===== src/rtl/uart_tx_frame_gen.sv =====
// rtl/uart_tx_frame_gen.sv - parametrised UART transmitter, LSB first, line idles high
// One word per send/ready handshake; registered line output and one-cycle done strobe.
module uart_tx_frame_gen #(
  parameter int CLKS_PER_BIT = 10416,
  parameter int DATA_BITS    = 8,
  parameter int PARITY       = 0,
  parameter int STOP_BITS    = 1
) (
  input  logic                 clk,
  input  logic                 rst,
  input  logic                 send,
  input  logic [DATA_BITS-1:0] data,
  output logic                 ready,
  output logic                 done,
  output logic                 UART_TX
);

  localparam int              TW     = $clog2(CLKS_PER_BIT);
  localparam logic [TW-1:0]   T_LAST = TW'(CLKS_PER_BIT - 1);
  localparam logic [3:0]      D_LAST = 4'(DATA_BITS - 1);
  localparam logic [3:0]      S_LAST = 4'(STOP_BITS - 1);
  localparam bit              PAR_EN = (PARITY == 1) || (PARITY == 2);

  typedef enum logic [2:0] {
    S_IDLE  = 3'd0,
    S_START = 3'd1,
    S_DATA  = 3'd2,
    S_PAR   = 3'd3,
    S_STOP  = 3'd4
  } state_t;

  state_t               state, state_n;
  logic [TW-1:0]        timer, timer_n;
  logic [3:0]           idx, idx_n;
  logic [DATA_BITS-1:0] shift, shift_n;
  logic                 par_bit, par_n;
  logic                 tx_n, done_n;
  logic                 bit_end;

  assign ready   = (state == S_IDLE);
  assign bit_end = (timer == T_LAST);

  always_ff @(posedge clk) begin
    if (rst) begin
      state   <= S_IDLE;
      timer   <= '0;
      idx     <= '0;
      shift   <= '0;
      par_bit <= 1'b0;
      UART_TX <= 1'b1;
      done    <= 1'b0;
    end else begin
      state   <= state_n;
      timer   <= timer_n;
      idx     <= idx_n;
      shift   <= shift_n;
      par_bit <= par_n;
      UART_TX <= tx_n;
      done    <= done_n;
    end
  end

  // The line value for the next bit is loaded on the same edge the state advances,
  // so UART_TX only ever changes on bit boundaries.
  always_comb begin
    state_n = state;
    timer_n = bit_end ? '0 : timer + TW'(1);
    idx_n   = idx;
    shift_n = shift;
    par_n   = par_bit;
    tx_n    = UART_TX;
    done_n  = 1'b0;
    case (state)
      S_IDLE: begin
        timer_n = '0;
        idx_n   = '0;
        tx_n    = 1'b1;
        if (send) begin
          state_n = S_START;
          shift_n = data;
          par_n   = (PARITY == 2) ? ^data : ~^data;
          tx_n    = 1'b0;
        end
      end
      S_START: begin
        if (bit_end) begin
          state_n = S_DATA;
          tx_n    = shift[0];
          shift_n = shift >> 1;
          idx_n   = '0;
        end
      end
      S_DATA: begin
        if (bit_end) begin
          if (idx == D_LAST) begin
            idx_n = '0;
            if (PAR_EN) begin
              state_n = S_PAR;
              tx_n    = par_bit;
            end else begin
              state_n = S_STOP;
              tx_n    = 1'b1;
            end
          end else begin
            idx_n   = idx + 4'd1;
            tx_n    = shift[0];
            shift_n = shift >> 1;
          end
        end
      end
      S_PAR: begin
        if (bit_end) begin
          state_n = S_STOP;
          tx_n    = 1'b1;
          idx_n   = '0;
        end
      end
      S_STOP: begin
        tx_n = 1'b1;
        if (bit_end) begin
          if (idx == S_LAST) begin
            state_n = S_IDLE;
            idx_n   = '0;
            done_n  = 1'b1;
          end else begin
            idx_n = idx + 4'd1;
          end
        end
      end
      default: begin
        state_n = S_IDLE;
        timer_n = '0;
        idx_n   = '0;
        tx_n    = 1'b1;
      end
    endcase
  end

endmodule


===== config.mk =====
export PLATFORM = sky130hd
export DESIGN_NAME = uart_tx_frame_gen
export DESIGN_NICKNAME = d
export VERILOG_FILES = /design/src/rtl/uart_tx_frame_gen.sv
export SDC_FILE = /design/constraint.sdc
export NUM_CORES = 1
export LEC_CHECK = 0
export CAP_MARGIN = 0
export CORE_ASPECT_RATIO = 1.75
export CORE_MARGIN = 5
export CORE_UTILIZATION = 40
export CTS_BUF_LIST = sky130_fd_sc_hd__clkbuf_2
export DETAILED_ROUTE_END_ITERATION = 8
export GPL_TIMING_DRIVEN = 0
export PLACE_DENSITY = 0.64
export SKIP_CTS_REPAIR_TIMING = 1
export SYNTH_ARGS = -nofsm -noshare
export SYNTH_HDL_FRONTEND = slang
export SYNTH_SLANG_ARGS = --single-unit

===== constraint.sdc =====
create_clock -name clk -period 6.6 [get_ports clk]
set_clock_uncertainty 0.05 [all_clocks]
set_input_delay 0.66 -clock clk [delete_from_list [all_inputs] [get_ports clk]]
set_output_delay 0.66 -clock clk [all_outputs]
set_load 0.01 [all_outputs]

# [Yosys cells after proc, flatten, opt, wreduce, memory -nomap -nowiden]
# Cells that the tools add are included.
[word_totals] reg_bits=31 input_bits=11 output_inout_bits=3 word_cells=63
[classes] add_sub_neg=2 n_eq_ne=15 mux=26 n_bitwise=3 reduce_logical=11
[op_table] op="$mux W8" n=4
[op_table] op="$pmux W8 S3" n=1
[op_table] op="$mux W3" n=7
[op_table] op="$mux W4" n=5
[op_table] op="$ne A2 B2 Y1 const B" n=8
[op_table] op="$pmux W3 S5" n=1
[op_table] op="$add A14 B1 Y14 const B" n=1
[op_table] op="$eq A14 B14 Y1 const B" n=1
[op_table] op="$pmux W4 S3" n=1
[op_table] op="$reduce_and A7 Y1" n=1
[op_table] op="$eq A3 B2 Y1 const B" n=2
[op_table] op="$mux W1" n=6
[op_table] op="$reduce_and A3 Y1" n=2
[op_table] op="$reduce_or A3 Y1" n=2
[op_table] op="$reduce_and A5 Y1" n=1
[op_table] op="$add A4 B1 Y4 const B" n=1
[op_table] op="$eq A4 B3 Y1 const B" n=1
[op_table] op="$logic_not A4 Y1" n=1
[op_table] op="$pmux W1 S4" n=1
[op_table] op="$reduce_or A4 Y1" n=1
[op_table] op="$eq A3 B1 Y1 const B" n=1
[op_table] op="$eq A3 B3 Y1 const B" n=1
[op_table] op="$logic_not A3 Y1" n=1
[op_table] op="$not A1 Y1" n=3
[op_table] op="other kinds (3)" n=3

# [Longest topological paths before layout]
# Gate-level depths: netlist of the first run.
[logic_depth] depth_word=4 ltp_mapped=8 mapped_depth_nobuf=7

# [Worst setup path after synthesis of the first run]
# OpenSTA, ideal clock, no wires.
[synth_timing] path_kind="register -> register" from="register timer[8]" to="register shift[4]" setup_time_ps=79 arrival_ps=2156 required_time_ps=6471 path_slack_ps=4314 stages_incl_launch_ff=8 path_buffers=2 period_less_slack_ps=2286 path_cell_list="dfxtp_1 -> or4_1 -> or4_1 -> buf_6 -> a2111oi_4 -> buf_6 -> nor2_1 -> a211oi_2"
[synth_between] elab_chain_cells=3 word_cells_on_any_way=4 classes_between="eq/ne: 3; reduce/logical: 1"
[synth_lines] element="start, declared" line="33" text="logic [TW-1:0] timer, timer_n;"
[synth_lines] element="start signal, assigned" line="54" text="timer <= timer_n;"
[synth_lines] element="$eq A14 B14 Y1 (*)" line="41" text="assign bit_end = (timer == T_LAST);"
[synth_lines] element="$ne A2 B2 Y1 (no line)"
[synth_lines] element="$reduce_and A5 Y1 (no line) (*)"
[synth_lines] element="end signal, assigned" line="56" text="shift <= shift_n;"
[synth_lines] element="end, declared" line="35" text="logic [DATA_BITS-1:0] shift, shift_n;"
# Mark *: on every way between the ends. The rest lies on a longest branch, timed or not.
# A chain may end at the register's enable or synchronous reset.

# [Final worst setup path of the first run]
[layout_timing] from="register state[2]" to="output port ready"
[layout_between] elab_chain_cells=1
[layout_lines] element="start, declared" line="32" text="state_t state, state_n;"
[layout_lines] element="start signal, assigned" line="53" text="state <= state_n;"
[layout_lines] element="$logic_not A3 Y1" line="40" text="assign ready = (state == S_IDLE);"
[layout_lines] element="end, declared" line="13" text="output logic ready,"
# No other way between the ends.

==> reports/results.ini, run 1 <==
[status]
outcome = complete, no violations

[floorplan]
chipWidth_um = 57.06
dieHeight_um = 92.36
core.rowCount = 30
floorplan.die_area_mm2 = 0.005270
placeable_core_region_mm2 = 0.003829
top_level_ports = 14
initial_core_utilization_pct = 40.49

[finish]
finalNetCount = 211
drive_above_1_share_pct = 7.576
number_of_diodes = 0
final_cell_count_no_fill = 246
syn_to_final_growth_pct = 16.38

[job]
maxCapViolCount = 0

[setup_path]
crit_path_cell_trace = clkbuf_1 -> nor3_1 -> clkdlybuf4s50_1
regToRegSetupSlack_ns = 4.11
timing.reg2reg.worst_path_depth = 7
r2r_start = timer[8]$_SDFF_PP0_
critical_path_required_ns = 5.89
regToRegEndpoint = shift[4]$_SDFFE_PP0P_
critPathLaunchType = register
worst-setup-path-type = reg2out
cp_slowest_stage_delay_ns = 0.50
critical_path.slowest_cell = sky130_fd_sc_hd__dfxtp_1
arrival_ns = 1.84
critical_path_peak_fanout = 10
setup.worst_path.end_class = output pin

[clock_tree]
cts_root_buffer = sky130_fd_sc_hd__clkbuf_2
clock_tree.buffer_depth = 2
clk_latency_ns = 0.37
tritoncts = yes
cts.htree.levels = 2
clock_sinks = 31
cts_made_buffers = 5
cts.reportedPaths.clkPinSlew_ns = 0.17

[detailed_routing]
drtAntennaViolNets = 0
drc = 0
drt_iter0_markers = 25
number_of_vias_per_cell_after_detailed_routing = 5.191
drt_wl_total_um = 3068
wire_per_inst_um = 12.47
vias = 1277
firstDrtPassIters = 4

[sta]
worstMarginPinSlew_ns = 0.9428
setup_repair_after_global_routing_missed_its_margin = no
hold_slack_ns = 0.4295
finalHoldViolCount = 0
max_clock_freq_mhz = 392.5
post-route-period-util_pct = 38.60
number_of_pins_with_negative_max_slew_slack_in_the_final_report = 0
fin_tns_setup_ns = 0
worst_slew_margin_rel_pct = 36.91
final.min_clock_period_ns = 2.547
timing.final.setup_violations = 0

[synth]
syn_nets = 191
synthTopCellsByCount = 36 x sky130_fd_sc_hd__nor2_1, 31 x sky130_fd_sc_hd__dfxtp_1, 9 x sky130_fd_sc_hd__mux2i_1
synth_area_leader_cell = sky130_fd_sc_hd__dfxtp_1
post_synth_main_area_contributors = sky130_fd_sc_hd__dfxtp_1 40%, sky130_fd_sc_hd__nor2_1 8.7%, sky130_fd_sc_hd__mux2i_1 5.8%
postSynth.asyncResetShare_pct = 0
synth_top_cell_area_share_pct = 40.03
cell_area_after_technology_mapping_mm2 = 0.001550
ys.flop_type = sky130_fd_sc_hd__dfxtp_1
synth-edff-count = 0
post_synth.cell_area_avg_um2 = 8.758
netlist_instances = 177
ys_ff_latch = 31
part_of_the_yosys_area_used_for_sequential_elements_pct = 40.03
post-synth-top-count-cell = sky130_fd_sc_hd__nor2_1
synthesis.yosys.warnings = 0
ys_types = 38

[pwr]
power_uw = 382.3
worst_ir_drop_vdd_v = 0.0001749
power-per-cell-area_mw_per_mm2 = 211.9
leakagePower_uw = 0.0006338

[grt]
grt_max_degree = 11
number_of_antenna_violations_at_the_first_check_in_global_routing = 0
grtUsageTotal_pct = 13.20
grt_first_pass_wirelength_um = 5464
grt_remaining_overflow = 0
vias_in_the_first_global_route = 1332

[placed_design]
place_inst = 238
detailed_place_hpwl_um = 2307
globalplace.congestion = 0.8341
portBuffers = 13

[min_path]
start_point_of_the_worst_min_delay_path = timer[0]$_SDFF_PP0_
hp-class = reg2reg
worstHoldPathCells = 1
holdPathEnd = timer[0]$_SDFF_PP0_

[layer usage]
layer / GRT usage [%] / vias to the layer above / share of wire [%]
met3: 4.603 / 7 / 4.1
met1: 11.92 / 598 / 39
met2: 24.14 / 15 / 55
met5: 0 / - / 0
li1: - / 657 / -
met4: 8.124 / 0 / 2.2
[worst max-delay path: cells and delay by family, from the launching register on]
kind                   cells  cell delay, ns
flip-flops                 1            0.50
buffers and inverters      2            0.86
AND/OR/NAND/NOR            1            0.11
[cells in the final DEF (no fill, tap or decap), drive strengths merged, types with 2 or more instances in the layout]
| cell | instances |
|---|---|
| nand2 | 7 |
| or3b | 2 |
| a21oi | 5 |
| clkinv | 2 |
| nor3b | 3 |
| inv | 5 |
| nand2b | 4 |
| mux2i | 9 |
| xor2 | 5 |
| nor2 | 36 |
| nand3b | 2 |
| nor2b | 2 |
| dfxtp | 31 |
| nor3 | 4 |
| buf | 2 |
| o21a | 2 |
| a211oi | 8 |
| and3 | 3 |
| clkbuf | 11 |
| o21ai | 7 |
| xnor2 | 8 |
| nand3 | 6 |
| nand4 | 2 |
| or4 | 2 |
| clkdlybuf4s50 | 13 |
| ha | 3 |
[metrics by stage]
| stage | util, % | area, um2 | setup slack (ns) |
|---|---|---|---|
| 2_1_floorplan | - | 1550 | 4.314 |
| 3_3_place_gp | 45.46 | 1740 | 4.165 |
| 3_5_place_dp | 45.46 | 1740 | 4.107 |
| 4_1_cts | 47.12 | 1804 | 3.997 |
| 5_1_grt | 47.12 | 1804 | 3.932 |
| 6_report | 47.12 | 1804 | 4.053 |
[power breakdown]
part	total, uW	switching (uW)	leakage [uW]	internal, uW
registers	200	4.78	0.000252	196
logic	52.3	26.7	0.000341	25.6
clock network	130	67.2	0.0000404	62.4
[worst max path at each step]
stage / startpoint / to / slack [ns] / cells past startpoint
finish: state[2]$_SDFFE_PP0P_ / ready / 4.05 / 3
global route: state[2]$_SDFFE_PP0P_ / ready / 3.93 / 3
CTS: state[2]$_SDFFE_PP0P_ / ready / 4.00 / 3
detailed placement: timer[8]$_SDFF_PP0_ / shift[4]$_SDFFE_PP0P_ / 4.11 / 7
global placement: timer[4]$_SDFF_PP0_ / shift[6]$_SDFFE_PP0P_ / 4.16 / 7
floorplan: timer[8]$_SDFF_PP0_ / shift[4]$_SDFFE_PP0P_ / 4.31 / 7
[cells by family (layout without fill, tap and decap cells)]
family	Yosys count	after routing	share of synthesized area, %
compound gates	29	29	14.53
xor+xnor	13	13	7.345
fa+ha+maj	3	3	2.422
buf+inv	13	34	4.116
flops	31	31	40.03
mux	9	9	5.811
simple gates	79	79	25.75
[registers in the layout, indices dropped and copies added (netlist names)]
register  cells
timer        14
shift         8
idx           4
state         3
UART_TX       1
done          1
[final cells by class]
type	count	area, um2
buffer	8	45.04
timing repair buffer	13	130.1
inverter	5	18.77
multi-input combinational	133	865.8
clock buffer	5	25.02
tap	48	60.06
sequential	31	620.6
fill	388	2024
clock inverter	3	38.79
Note: power is estimated with default switching activity, not from simulation.
==> run 2, diff against run 1 <==
PLACE_DENSITY = 0.66   (was 0.64)
clock period = 2.31 ns   (was 6.6 ns; I/O delays follow)
==> run 2 against run 1 <==
Compared with the run above: the flow now finishes with violations (setup timing); cell count is 3.7% higher; first-iteration DRC count up 40%; via count rose by 3.6%.
==> reports/results.ini, run 2 (synthesized netlist as in run 1, its figures left out) <==
[setup_path]
critical_path_peak_fanout = 7  ; -3
regToRegEndpoint = shift[5]$_SDFFE_PP0P_
critPathLaunchType = register
worst-setup-path-type = reg2reg
critical_path.slowest_cell = sky130_fd_sc_hd__or4_1
arrival_ns = 2.67  ; +0.83 ns
worstSetupStartpoint = timer[4]$_SDFF_PP0_
timing.reg2reg.worst_path_depth = 8  ; +1
critical_path_required_ns = 2.54  ; -3.35 ns
r2r_start = timer[4]$_SDFF_PP0_
regToRegSetupSlack_ns = -0.12  ; -4.23 ns
critical_path_end = shift[5]$_SDFFE_PP0P_
path_common_cell = sky130_fd_sc_hd__buf_6
crit_path_cell_trace = or4_1 -> or4_4 -> buf_6 -> a2111oi_4 -> buf_6 -> buf_8 -> nor2_2 -> a211oi_2
cp_slowest_stage_delay_ns = 0.51  ; about the same
setup.worst_path.end_class = register

[clock_tree]
cts_made_buffers = 5  ; unchanged
cts.htree.levels = 2  ; unchanged
cts_root_buffer = sky130_fd_sc_hd__clkbuf_2
clk_latency_ns = 0.35  ; -0.02 ns
cts.reportedPaths.clkPinSlew_ns = 0.16  ; about the same
clock_sinks = 31  ; unchanged
tritoncts = yes
clock_tree.buffer_depth = 2  ; unchanged

[pwr]
power-per-cell-area_mw_per_mm2 = 581.6  ; +170%
leakagePower_uw = 0.0006977  ; +10%
worst_ir_drop_vdd_v = 0.0005674  ; +220%

[grt]
grt_remaining_overflow = 0  ; unchanged
grt_max_degree = 11  ; unchanged
grtUsageTotal_pct = 13.04  ; -0.16 points
grt_first_pass_wirelength_um = 5506  ; +0.77%
number_of_antenna_violations_at_the_first_check_in_global_routing = 0  ; unchanged
vias_in_the_first_global_route = 1309  ; -1.7%

[placed_design]
place_inst = 238  ; unchanged
placedInstanceArea_mm2 = 0.001740  ; unchanged
portBuffers = 13  ; unchanged
detailed_place_hpwl_um = 2208  ; -4.3%
globalplace.congestion = 0.7954  ; -4.6%

[detailed_routing]
drtAntennaViolNets = 0  ; unchanged
firstDrtPassIters = 5  ; +1
wire_per_inst_um = 12.36  ; -0.86%
drt_wl_total_um = 3153  ; +2.8%
vias = 1323  ; +3.6%
drt_iter0_markers = 35  ; +40%
drc = 0  ; unchanged
number_of_vias_per_cell_after_detailed_routing = 5.188  ; about the same

[sta]
finalHoldViolCount = 0  ; unchanged
number_of_pins_with_negative_max_slew_slack_in_the_final_report = 0  ; unchanged
post-route-period-util_pct = 105.4
hold_slack_ns = 0.3899  ; -0.03960 ns
setup_repair_after_global_routing_missed_its_margin = yes
max_clock_freq_mhz = 410.9
timing.final.setup_violations = 9  ; +9
worstMarginPinSlew_ns = 1.010  ; +0.06759 ns
fin_tns_setup_ns = -0.5388  ; -0.5388 ns
worst_slew_margin_rel_pct = 32.39  ; -4.5 points
final_setup_margin_ns = -0.1239  ; -4.176 ns
final.min_clock_period_ns = 2.434

[finish]
syn_to_final_growth_pct = 24.21
most_frequent_standard_cell_in_the_layout_excluding_fill_and_tap_cells = sky130_fd_sc_hd__nor2_1
fillerInstances = 395  ; +1.8%
finalNetCount = 220  ; +4.3%
drive_above_1_share_pct = 16.43  ; +8.8 points
registers_with_the_highest_flip_flop_counts = timer x14, shift x8, idx x4
final_cell_count_no_fill = 255  ; +3.7%
most-common-layout-cells = 35 x sky130_fd_sc_hd__nor2_1, 28 x sky130_fd_sc_hd__dfxtp_1, 13 x sky130_fd_sc_hd__clkdlybuf4s50_1
number_of_diodes = 0  ; unchanged
final_design_area_excluding_fillers_mm2 = 0.001926  ; +6.7%
max_flop_register = timer
flip_flop_count_of_the_largest_register_all_copies_and_words_added = 14  ; unchanged

[job]
maxCapViolCount = 0  ; unchanged

[floorplan]
chipWidth_um = 57.06  ; unchanged
initial_core_utilization_pct = 40.49  ; unchanged
dieHeight_um = 92.36  ; unchanged
floorplan.die_area_mm2 = 0.005270  ; unchanged
placeable_core_region_mm2 = 0.003829  ; unchanged
top_level_ports = 14  ; unchanged
core.rowCount = 30  ; unchanged

[status]
violations = setup timing
outcome = finished with violations

[min_path]
hp-class = reg2reg

[run 2: layout make-up]
class	count	area (um2)	share of cell area, %
multi-input cells	133	883.3	45.87
flip-flops and latches	31	624.3	32.42
repair buffers	22	222.7	11.57
well taps	48	60.06	3.119
plain buffers	8	52.55	2.729
clock inverters	3	38.79	2.014
clock buffers	5	25.02	1.300
inverters	5	18.77	0.9747
[run 2: through the flow]
| step | total power (uW) | utilization (%) | setup WS (ns) |
|---|---|---|---|
| 2_1_floorplan | 687.0 | - | 0.02427 |
| 3_3_place_gp | 734.0 | 45.46 | -0.1606 |
| 3_5_place_dp | 736.4 | 45.46 | -0.2043 |
| 4_1_cts | 1104 | 47.12 | -0.2253 |
| 5_1_grt | 1178 | 50.29 | -0.1701 |
| 6_report | 1120 | 50.29 | -0.1239 |
[run 2: how the worst min path moves through the flow]
stage	from	endpoint	slack, ns	cells past startpoint
floorplan	data[7]	shift[7]$_SDFFE_PP0P_	0.34	2
global placement	timer[0]$_SDFF_PP0_	timer[0]$_SDFF_PP0_	0.40	1
detailed placement	timer[0]$_SDFF_PP0_	timer[0]$_SDFF_PP0_	0.40	1
CTS	data[7]	shift[7]$_SDFFE_PP0P_	0.37	3
global route	data[7]	shift[7]$_SDFFE_PP0P_	0.38	3
finish	timer[0]$_SDFF_PP0_	timer[0]$_SDFF_PP0_	0.39	1
[run 2: where the power goes]
part | total (uW) | switching [uW] | internal, uW
logic | 186 | 85.6 | 100
clock network | 361 | 182 | 178
registers | 573 | 14.1 | 559
[run 2: layer usage]
metal / wire, um / GRT usage [%] / part of all wire, %
met1: 1241 / 12.73 / 39
met2: 1714 / 23.95 / 54
met3: 123 / 4.324 / 3.9
met4: 74 / 5.996 / 2.3
met5: 0 / 0 / 0
[run 2: worst max-delay path, delay by kind of cell, from the launching register on]
family / cells / cell delay [ns]
AND/OR/NAND/NOR: 3 / 0.96
AO/OA/AOI/OAI: 2 / 0.56
buffers and inverters: 3 / 0.45
flip-flops: 1 / 0.36
==> run 3, diff against run 2 <==
CAP_MARGIN = not set   (was 0)
SLEW_MARGIN = 20   (was not set)
==> results of run 3 <==
The final DEF is identical to that of run 2; final timing and power are the same.
